File: config.mk
export PLATFORM = sky130hd
export DESIGN_NAME = load_store_unit
export DESIGN_NICKNAME = d
export VERILOG_FILES = /design/src/rtl/load_store_unit.sv
export SDC_FILE = /design/constraint.sdc
export NUM_CORES = 1
export LEC_CHECK = 0
export ABC_AREA = 1
export CAP_MARGIN = 20
export CELL_PAD_IN_SITES_DETAIL_PLACEMENT = 1
export CELL_PAD_IN_SITES_GLOBAL_PLACEMENT = 1
export CORE_MARGIN = 5
export CORE_UTILIZATION = 29
export DETAILED_ROUTE_END_ITERATION = 12
export PLACE_DENSITY = 0.84
export SLEW_MARGIN = 15
export SYNTH_ARGS = -nofsm -noshare
export SYNTH_HDL_FRONTEND = slang
export SYNTH_SLANG_ARGS = --single-unit
File: constraint.sdc
create_clock -name clock -period 4.1 [get_ports clock]
set_clock_uncertainty 0.2 [all_clocks]
set_input_delay 0.82 -clock clock [delete_from_list [all_inputs] [get_ports clock]]
set_output_delay 0.82 -clock clock [all_outputs]
set_load 0.1 [all_outputs]
File: src/rtl/load_store_unit.sv
// MEM-stage load/store unit: turns RISC-V byte-addressed loads/stores into word accesses with
// byte enables, splitting word-crossing accesses into two cycles and extending load results.
module load_store_unit #(
   parameter int ADDR_WIDTH     = 12,
   parameter int DATA_WIDTH     = 32,
   parameter int MISALIGN_SPLIT = 1
) (
   input  logic                  clock,
   input  logic                  reset,
   input  logic                  req_valid,
   input  logic                  req_write,
   input  logic [2:0]            req_funct3,
   input  logic [31:0]           req_addr,
   input  logic [DATA_WIDTH-1:0] req_wdata,
   output logic [DATA_WIDTH-1:0] load_data,
   output logic                  done,
   output logic                  stall,
   output logic                  misaligned_fault,
   output logic                  mem_enable,
   output logic                  mem_write_enable,
   output logic [3:0]            mem_byte_enable,
   output logic [ADDR_WIDTH-1:0] mem_address,
   output logic [DATA_WIDTH-1:0] mem_write_data,
   input  logic [DATA_WIDTH-1:0] mem_read_data
);

   typedef enum logic {IDLE, SECOND} state_t;

   state_t                state, state_nx;
   logic [DATA_WIDTH-1:0] hold_q;
   logic                  hold_load;
   logic [1:0]            off;
   logic [3:0]            size_m;
   logic [7:0]            lane;
   logic                  split, illegal;
   logic [ADDR_WIDTH-1:0] base;
   logic [4:0]            sh_lo;
   logic [5:0]            sh_hi;
   logic                  unused_addr_bits;

   assign unused_addr_bits = ^req_addr[31:ADDR_WIDTH];

   function automatic logic [DATA_WIDTH-1:0] extend(input logic [2:0] f3,
                                                    input logic [DATA_WIDTH-1:0] raw);
      case (f3[1:0])
         2'b00:   extend = f3[2] ? {{(DATA_WIDTH-8){1'b0}}, raw[7:0]}
                                 : {{(DATA_WIDTH-8){raw[7]}}, raw[7:0]};
         2'b01:   extend = f3[2] ? {{(DATA_WIDTH-16){1'b0}}, raw[15:0]}
                                 : {{(DATA_WIDTH-16){raw[15]}}, raw[15:0]};
         default: extend = raw;
      endcase
   endfunction

   always_comb begin
      case (req_funct3[1:0])
         2'b00:   size_m = 4'b0001;
         2'b01:   size_m = 4'b0011;
         default: size_m = 4'b1111;
      endcase
   end

   assign off   = req_addr[1:0];
   assign lane  = {4'b0000, size_m} << off;
   assign split = |lane[7:4];
   assign base  = {req_addr[ADDR_WIDTH-1:2], 2'b00};
   assign sh_lo = {off, 3'b000};
   // Only meaningful in SECOND, where off is never 0.
   assign sh_hi = 6'd32 - {1'b0, off, 3'b000};

   assign illegal = req_write ? (req_funct3[2] || (req_funct3[1:0] == 2'b11))
                              : ((req_funct3 == 3'b011) || (req_funct3[2:1] == 2'b11));

   always_comb begin
      state_nx         = state;
      hold_load        = 1'b0;
      load_data        = '0;
      done             = 1'b0;
      stall            = 1'b0;
      misaligned_fault = 1'b0;
      mem_enable       = 1'b0;
      mem_write_enable = 1'b0;
      mem_byte_enable  = 4'b0000;
      mem_address      = '0;
      mem_write_data   = '0;
      if (!reset) begin
         case (state)
            IDLE: begin
               if (req_valid) begin
                  if (illegal || (split && MISALIGN_SPLIT == 0)) begin
                     misaligned_fault = 1'b1;
                     done             = 1'b1;
                  end else begin
                     mem_enable       = 1'b1;
                     mem_write_enable = req_write;
                     mem_address      = base;
                     mem_byte_enable  = lane[3:0];
                     mem_write_data   = req_wdata << sh_lo;
                     if (split) begin
                        stall     = 1'b1;
                        hold_load = !req_write;
                        state_nx  = SECOND;
                     end else begin
                        done = 1'b1;
                        if (!req_write)
                           load_data = extend(req_funct3, mem_read_data >> sh_lo);
                     end
                  end
               end
            end
            SECOND: begin
               // Request is held stable by the stall, so req_valid is not consulted.
               mem_enable       = 1'b1;
               mem_write_enable = req_write;
               mem_address      = base + ADDR_WIDTH'(4);
               mem_byte_enable  = lane[7:4];
               mem_write_data   = req_wdata >> sh_hi;
               done             = 1'b1;
               if (!req_write)
                  load_data = extend(req_funct3, hold_q | (mem_read_data << sh_hi));
               state_nx = IDLE;
            end
            default: state_nx = IDLE;
         endcase
      end
   end

   always_ff @(posedge clock) begin
      if (reset) begin
         state  <= IDLE;
         hold_q <= '0;
      end else begin
         state <= state_nx;
         if (hold_load)
            hold_q <= mem_read_data >> sh_lo;
      end
   end

endmodule

# [Yosys cells after proc, flatten, opt, wreduce, memory -nomap -nowiden]
# Index checks and enable logic that the tools add are counted.
[word_totals] latch_bits=0 memories=0 in_bits=103 elab_cells=75 register_bits=33 rom_bits=0 ram_bits=0 out_inout_bits=85
[op_classes] addsub=2 order_cmp=0 n_div=0 n_reduce_logical=5 eq_ne=4 shift=5 multipliers=0 bitwise_logic=2 mux=55
[op_table] op="32-bit 2-to-1 mux" n=13
[op_table] op="32-bit case mux with 2 select lines" n=4
[op_table] op="12-bit 2-to-1 mux" n=3
[op_table] op="32-bit OR" n=1
[op_table] op="32-bit by 5-bit << shifter with 32-bit output" n=1
[op_table] op="32-bit by 6-bit << shifter with 32-bit output" n=1
[op_table] op="32-bit by 5-bit right shift with 32-bit output" n=1
[op_table] op="32-bit by 6-bit right shift with 32-bit output" n=1
[op_table] op="1-bit 2-to-1 mux" n=25
[op_table] op="12-bit case mux with 2 select lines" n=1
[op_table] op="4-bit case mux with 2 select lines" n=2
[op_table] op="12-bit by 3-bit adder with 12-bit output (second input constant)" n=1
[op_table] op="4-bit 2-to-1 mux" n=3
[op_table] op="1-bit case mux with 2 select lines" n=4
[op_table] op="4-bit by 2-bit << shifter with 8-bit output" n=1
[op_table] op="6-bit by 5-bit subtractor with 6-bit output (first input constant)" n=1
[op_table] op="2-bit equality test (second input constant)" n=2
[op_table] op="4-bit OR reduction" n=1
[op_table] op="3-bit by 2-bit equality test with 1-bit output (second input constant)" n=1
[op_table] op="2-bit by 1-bit equality test with 1-bit output (second input constant)" n=1
[op_table] op="2-bit zero test" n=1
[op_table] op="1-bit logical OR" n=2
[op_table] op="1-bit zero test" n=1
[op_table] op="1-bit NOT" n=1

# [Depth between registers and ports, before layout]
[logic_depth] ltp_word=9 ltp_mapped=13 depth_no_buf=9

# [Worst setup path before layout]
# Ideal clock, no wire load.
[synth_timing] kind="input -> output" start="input reset" end="output mem_byte_enable[3]" arrival_time_ns=4.727 path_buffers=2 slack_ns=-1.647 cell_stages=5 required_ns=3.080 cell_sequence="buf_4 > nor2_4 > buf_2 > inv_1 > a2111oi_1"
[synth_between] elab_chain_len=1
[synth_lines] element="start: declaration" line="9" rtl="input logic reset,"
[synth_lines] element="4-bit 2-to-1 mux" line="85" rtl="if (!reset) begin"
[synth_lines] element="end: declaration" line="21" rtl="output logic [3:0] mem_byte_enable,"
# Every way passes these cells.

# [Final worst setup path]
[layout_timing] start="input req_funct3[1]" end="output load_data[10]"
[layout_between] elab_chain_len=9 word_cells_on_any_way=20 cone_classes="eq/ne (4); shift (1); mux (11); reduce/logical (4)"
[layout_lines] element="start: declaration" line="12" rtl="input logic [2:0] req_funct3,"
[layout_lines] element="2-bit by 1-bit equality test with 1-bit output / 2-bit zero test (equally long branches)" line="45, 55"
[layout_lines] element="4-bit case mux with 2 select lines" line="55" rtl="case (req_funct3[1:0])"
[layout_lines] element="4-bit by 2-bit << shifter with 8-bit output" line="63" rtl="assign lane = {4'b0000, size_m} << off;"
[layout_lines] element="4-bit OR reduction" line="64" rtl="assign split = |lane[7:4];"
[layout_lines] element="32-bit 2-to-1 mux" line="98" rtl="if (split) begin"
[layout_lines] element="32-bit 2-to-1 mux" line="89" rtl="if (illegal || (split && MISALIGN_SPLIT == 0)) begin"
[layout_lines] element="32-bit 2-to-1 mux" line="88" rtl="if (req_valid) begin"
[layout_lines] element="32-bit case mux with 2 select lines (*)" line="86" rtl="case (state)"
[layout_lines] element="32-bit 2-to-1 mux (*)" line="85"
[layout_lines] element="end: declaration" line="15" rtl="output logic [DATA_WIDTH-1:0] load_data,"
# Every way passes the cells marked *; elsewhere a longest branch is shown, timed or not.

==> flow_summary.yaml <==
critical_path:
  path_buf_inv: 5
  cp-end-kind: "output port"
  crit_cells: 10
  crit_family: "buffers and inverters"
  startpoint: "req_funct3[1]"
  slowest_delay_ns: 0.58
  reg2regPathDepth: 8
  required_ns: 3.08
  r2r_end: "hold_q[11]$_SDFFE_PP0P_"
  cp_cell_sequence: "clkdlybuf4s50_1 -> inv_6 -> nand2_1 -> nand2_2 -> clkinv_2 -> nor2_4 -> buf_12 -> nand2_1 -> a21oi_2 -> buf_12"
  cp_slowest_cell: "clkdlybuf4s50_1"
  crit_path_end: "load_data[10]"
  crit_type: "in -> out"
  reg2reg_slack_ns: 1.68
  arrival_ns: 2.87
  crit_path_max_fanout: 32
  cp-start-kind: "input pin"
  r2r-start: "state$_SDFF_PP0_"
placed_design:
  numPortBuffers: 165
  gp_congestion: 0.865
  place_hpwl_mm: 17.9
  dp.cells: 1296
  dp_slack_ns: 0.0980
  placed_area_um2: 8340
floorplanning:
  design.core.area_um2: 17300
  design.portCount: 188
  die_x_um: 143
  die_h_um: 143
  die_area_um2: 20400
  start_util: 0.296
  num_rows: 48
layout:
  fin_cells: 1304
  final_area_um2: 8490
  drive_gt1_frac: 0.226
  nets: 1183
  final_core_util: 0.491
  diodes: 0
  n_fill_cell: 2261
  syn_to_final_growth_pct: 65.5
global_route:
  grt_pass1_vias: 7261
  antenna_found_initial: 0
  grt_pass1_wl_mm: 38.7
  track_usage: 0.234
  overflow: 0
  grt_max_degree: 121
timing:
  finalSetupViolCount: 0
  drv_slew: 0
  maxClockFrequency_ghz: 0.257
  fin_crit_sh: 0.948
  tightest_slew_ns: 0.808
  period_minus_slack_ns: 3.89
  rsz0062_at_grt: "false"
  maxSlewHeadroom: 0.461
  finalWorstSetupSlack_ns: 0.212
  hold_viol: 0
detailed_routing:
  drc_errors: 0
  drt-initial-drc-count: 343
  ant_nets: 0
  via_count: 7042
  avgRoutedWirePerCell_um: 18.8
  avgViaCountPerCell: 5.40
  drt_pass1_iterations: 5
  wl_mm: 24.5
clocking:
  cts.hold.buffers_added: 0
  cts_root_buffer: "clkbuf_16"
  path_clk_slew_ns: 0.06
  htree_levels: 2
  numCtsBuffers: 5
  clock_sinks: 33
  clk_path_buf_depth: 2
  cts_tree: "done"
  clk_latency_ns: 0.28
power:
  pwr-share-seq: 0.204
  switching_share: 0.472
  p_clk_frac: 0.235
  internal-power_mw: 0.847
  irDropWorstVdd_mv: 0.120
  p_total_mw: 1.60
  p_sw_mw: 0.757
  leakage_nw: 3.31
  cellPowerDensity_nw_per_um2: 189
  combPwrFrac: 0.561
logic_synthesis:
  synth_mux_area_frac: 0
  yosysSeqAreaShare: 0.129
  synthAdderAreaFrac: 0.00488
  synth_compound_area_frac: 0.266
  synth_top_family_by_area: "simple AND/OR/NAND/NOR gates"
  synth_cells: 952
  ys_ff_latch: 33
  ys_types: 43
  syn_avg_cell_area_um2: 5.39
  yosysWarnings: 0
  syn_area_um2: 5130
  synth_xor_xnor_area_share: 0
  synthSimpleGateAreaFrac: 0.452
job:
  max_cap_violations: 0
min_path:
  hp-class: "reg -> reg"
outcome:
  outcome: "complete, no violations"
## Yosys cell counts (all sizes together)
master	instances	area, µm²
a31oi	1	6.26
nor3b	4	30.0
o221ai	8	70.1
conb	1	3.75
nor3	28	185
o211ai	11	82.6
a211oi	4	30.0
inv	91	347
clkinv	2	8.75
nor2	71	308
a2111oi	1	10.0
nand3	58	385
ha	2	25.0
o41ai	1	8.76
o31ai	2	15.0
a2bb2oi	1	8.76
o21a	1	7.51
and2	10	62.6
o21ai	97	497
a21oi	117	631
dfxtp	33	661
nand4	17	121
clkbuf	30	113
nand2	319	1230
buf	42	284
## final cells by class
class | instances | area (µm²) | share of cell area
clock buffer | 6 | 129 | 0.0152
tap | 225 | 282 | 0.0332
multi-input combinational | 755 | 4340 | 0.511
clock inverter | 2 | 10.0 | 0.00118
inverter | 93 | 355 | 0.0419
sequential | 33 | 661 | 0.0778
timing repair buffer | 190 | 2710 | 0.320
## cell families after synthesis
family | after synthesis
AOI/OAI and AO/OA | 244
adders and majority gates | 2
buffers and inverters | 165
DFF | 33
other | 1
and+or+nand+nor | 507
## flip-flops by register name (all words and copies together), names as in the netlist
register,count
hold_q,32
state,1
## cells in the final DEF (no fill, tap or decap), drive strengths merged
| cell type | netlist | final |
|---|---|---|
| clkdlybuf4s50 | 0 | 79 |
| o21a | 1 | 1 |
| a2bb2oi | 1 | 1 |
| dfxtp | 33 | 33 |
| and2 | 10 | 10 |
| nor3b | 4 | 4 |
| nand2 | 319 | 319 |
| buf | 42 | 111 |
| clkinv | 2 | 4 |
| nand4 | 17 | 17 |
| o21ai | 97 | 97 |
| nand3 | 58 | 58 |
| a2111oi | 1 | 1 |
| nor3 | 28 | 28 |
| a21oi | 117 | 117 |
| o221ai | 8 | 8 |
| o41ai | 1 | 1 |
| clkbuf | 30 | 6 |
| a31oi | 1 | 1 |
| a211oi | 4 | 4 |
| o31ai | 2 | 2 |
| o211ai | 11 | 11 |
| conb | 1 | 2 |
| nor2 | 71 | 71 |
| inv | 91 | 91 |
| ha | 2 | 2 |
## stage by stage
stage / TNS, ns / hold slack, ns
3_3_place_gp: 0 / 0.240
5_1_grt: 0 / 0.278
3_5_place_dp: 0 / 0.247
4_1_cts: 0 / 0.259
6_report: 0 / 0.258
2_1_floorplan: -1.19 / 0.225
## worst reg2reg max path, cell delays in order, from the launching register on
cell and delay [ns]:
dfxtp_1 0.31, buf_4 0.23, nor2_4 0.33, nand2_2 0.15
inv_1 0.12, nand4_4 0.11, inv_2 0.54, nand3_1 0.18
a21oi_1 0.17
## power groups by stage
stage               clock network (mW)  logic (mW)  registers, mW
floorplan                            0       0.575          0.334
global placement                     0       0.879          0.334
detailed placement                   0       0.893          0.334
CTS                              0.384       0.897          0.327
global route                     0.400       0.955          0.327
finish                           0.378       0.899          0.327
## worst min-delay path by stage
| stage | startpoint | to | slack [ns] | cells after the start |
|---|---|---|---|---|
| global placement | hold_q[4]$_SDFFE_PP0P_ | hold_q[4]$_SDFFE_PP0P_ | 0.24 | 2 |
| floorplan | hold_q[4]$_SDFFE_PP0P_ | hold_q[4]$_SDFFE_PP0P_ | 0.22 | 2 |
| finish | hold_q[30]$_SDFFE_PP0P_ | hold_q[30]$_SDFFE_PP0P_ | 0.26 | 2 |
| detailed placement | hold_q[25]$_SDFFE_PP0P_ | hold_q[25]$_SDFFE_PP0P_ | 0.25 | 2 |
| CTS | hold_q[30]$_SDFFE_PP0P_ | hold_q[30]$_SDFFE_PP0P_ | 0.26 | 2 |
| global route | hold_q[15]$_SDFFE_PP0P_ | hold_q[15]$_SDFFE_PP0P_ | 0.28 | 2 |
## routing by layer
metal	GRT usage	up-vias	routed length [µm]
met1	0.306	3397	10700
met3	0.0238	41	1210
met4	0.0710	0	617
met2	0.406	224	11900
met5	0	-	0
li1	-	3380	-
## timing repair
action,4_1_cts,5_1_grt
setup endpoints to repair,0,3
resized for setup,0,1
setup buffers,0,0
Power figures use the tool's default switching activity.
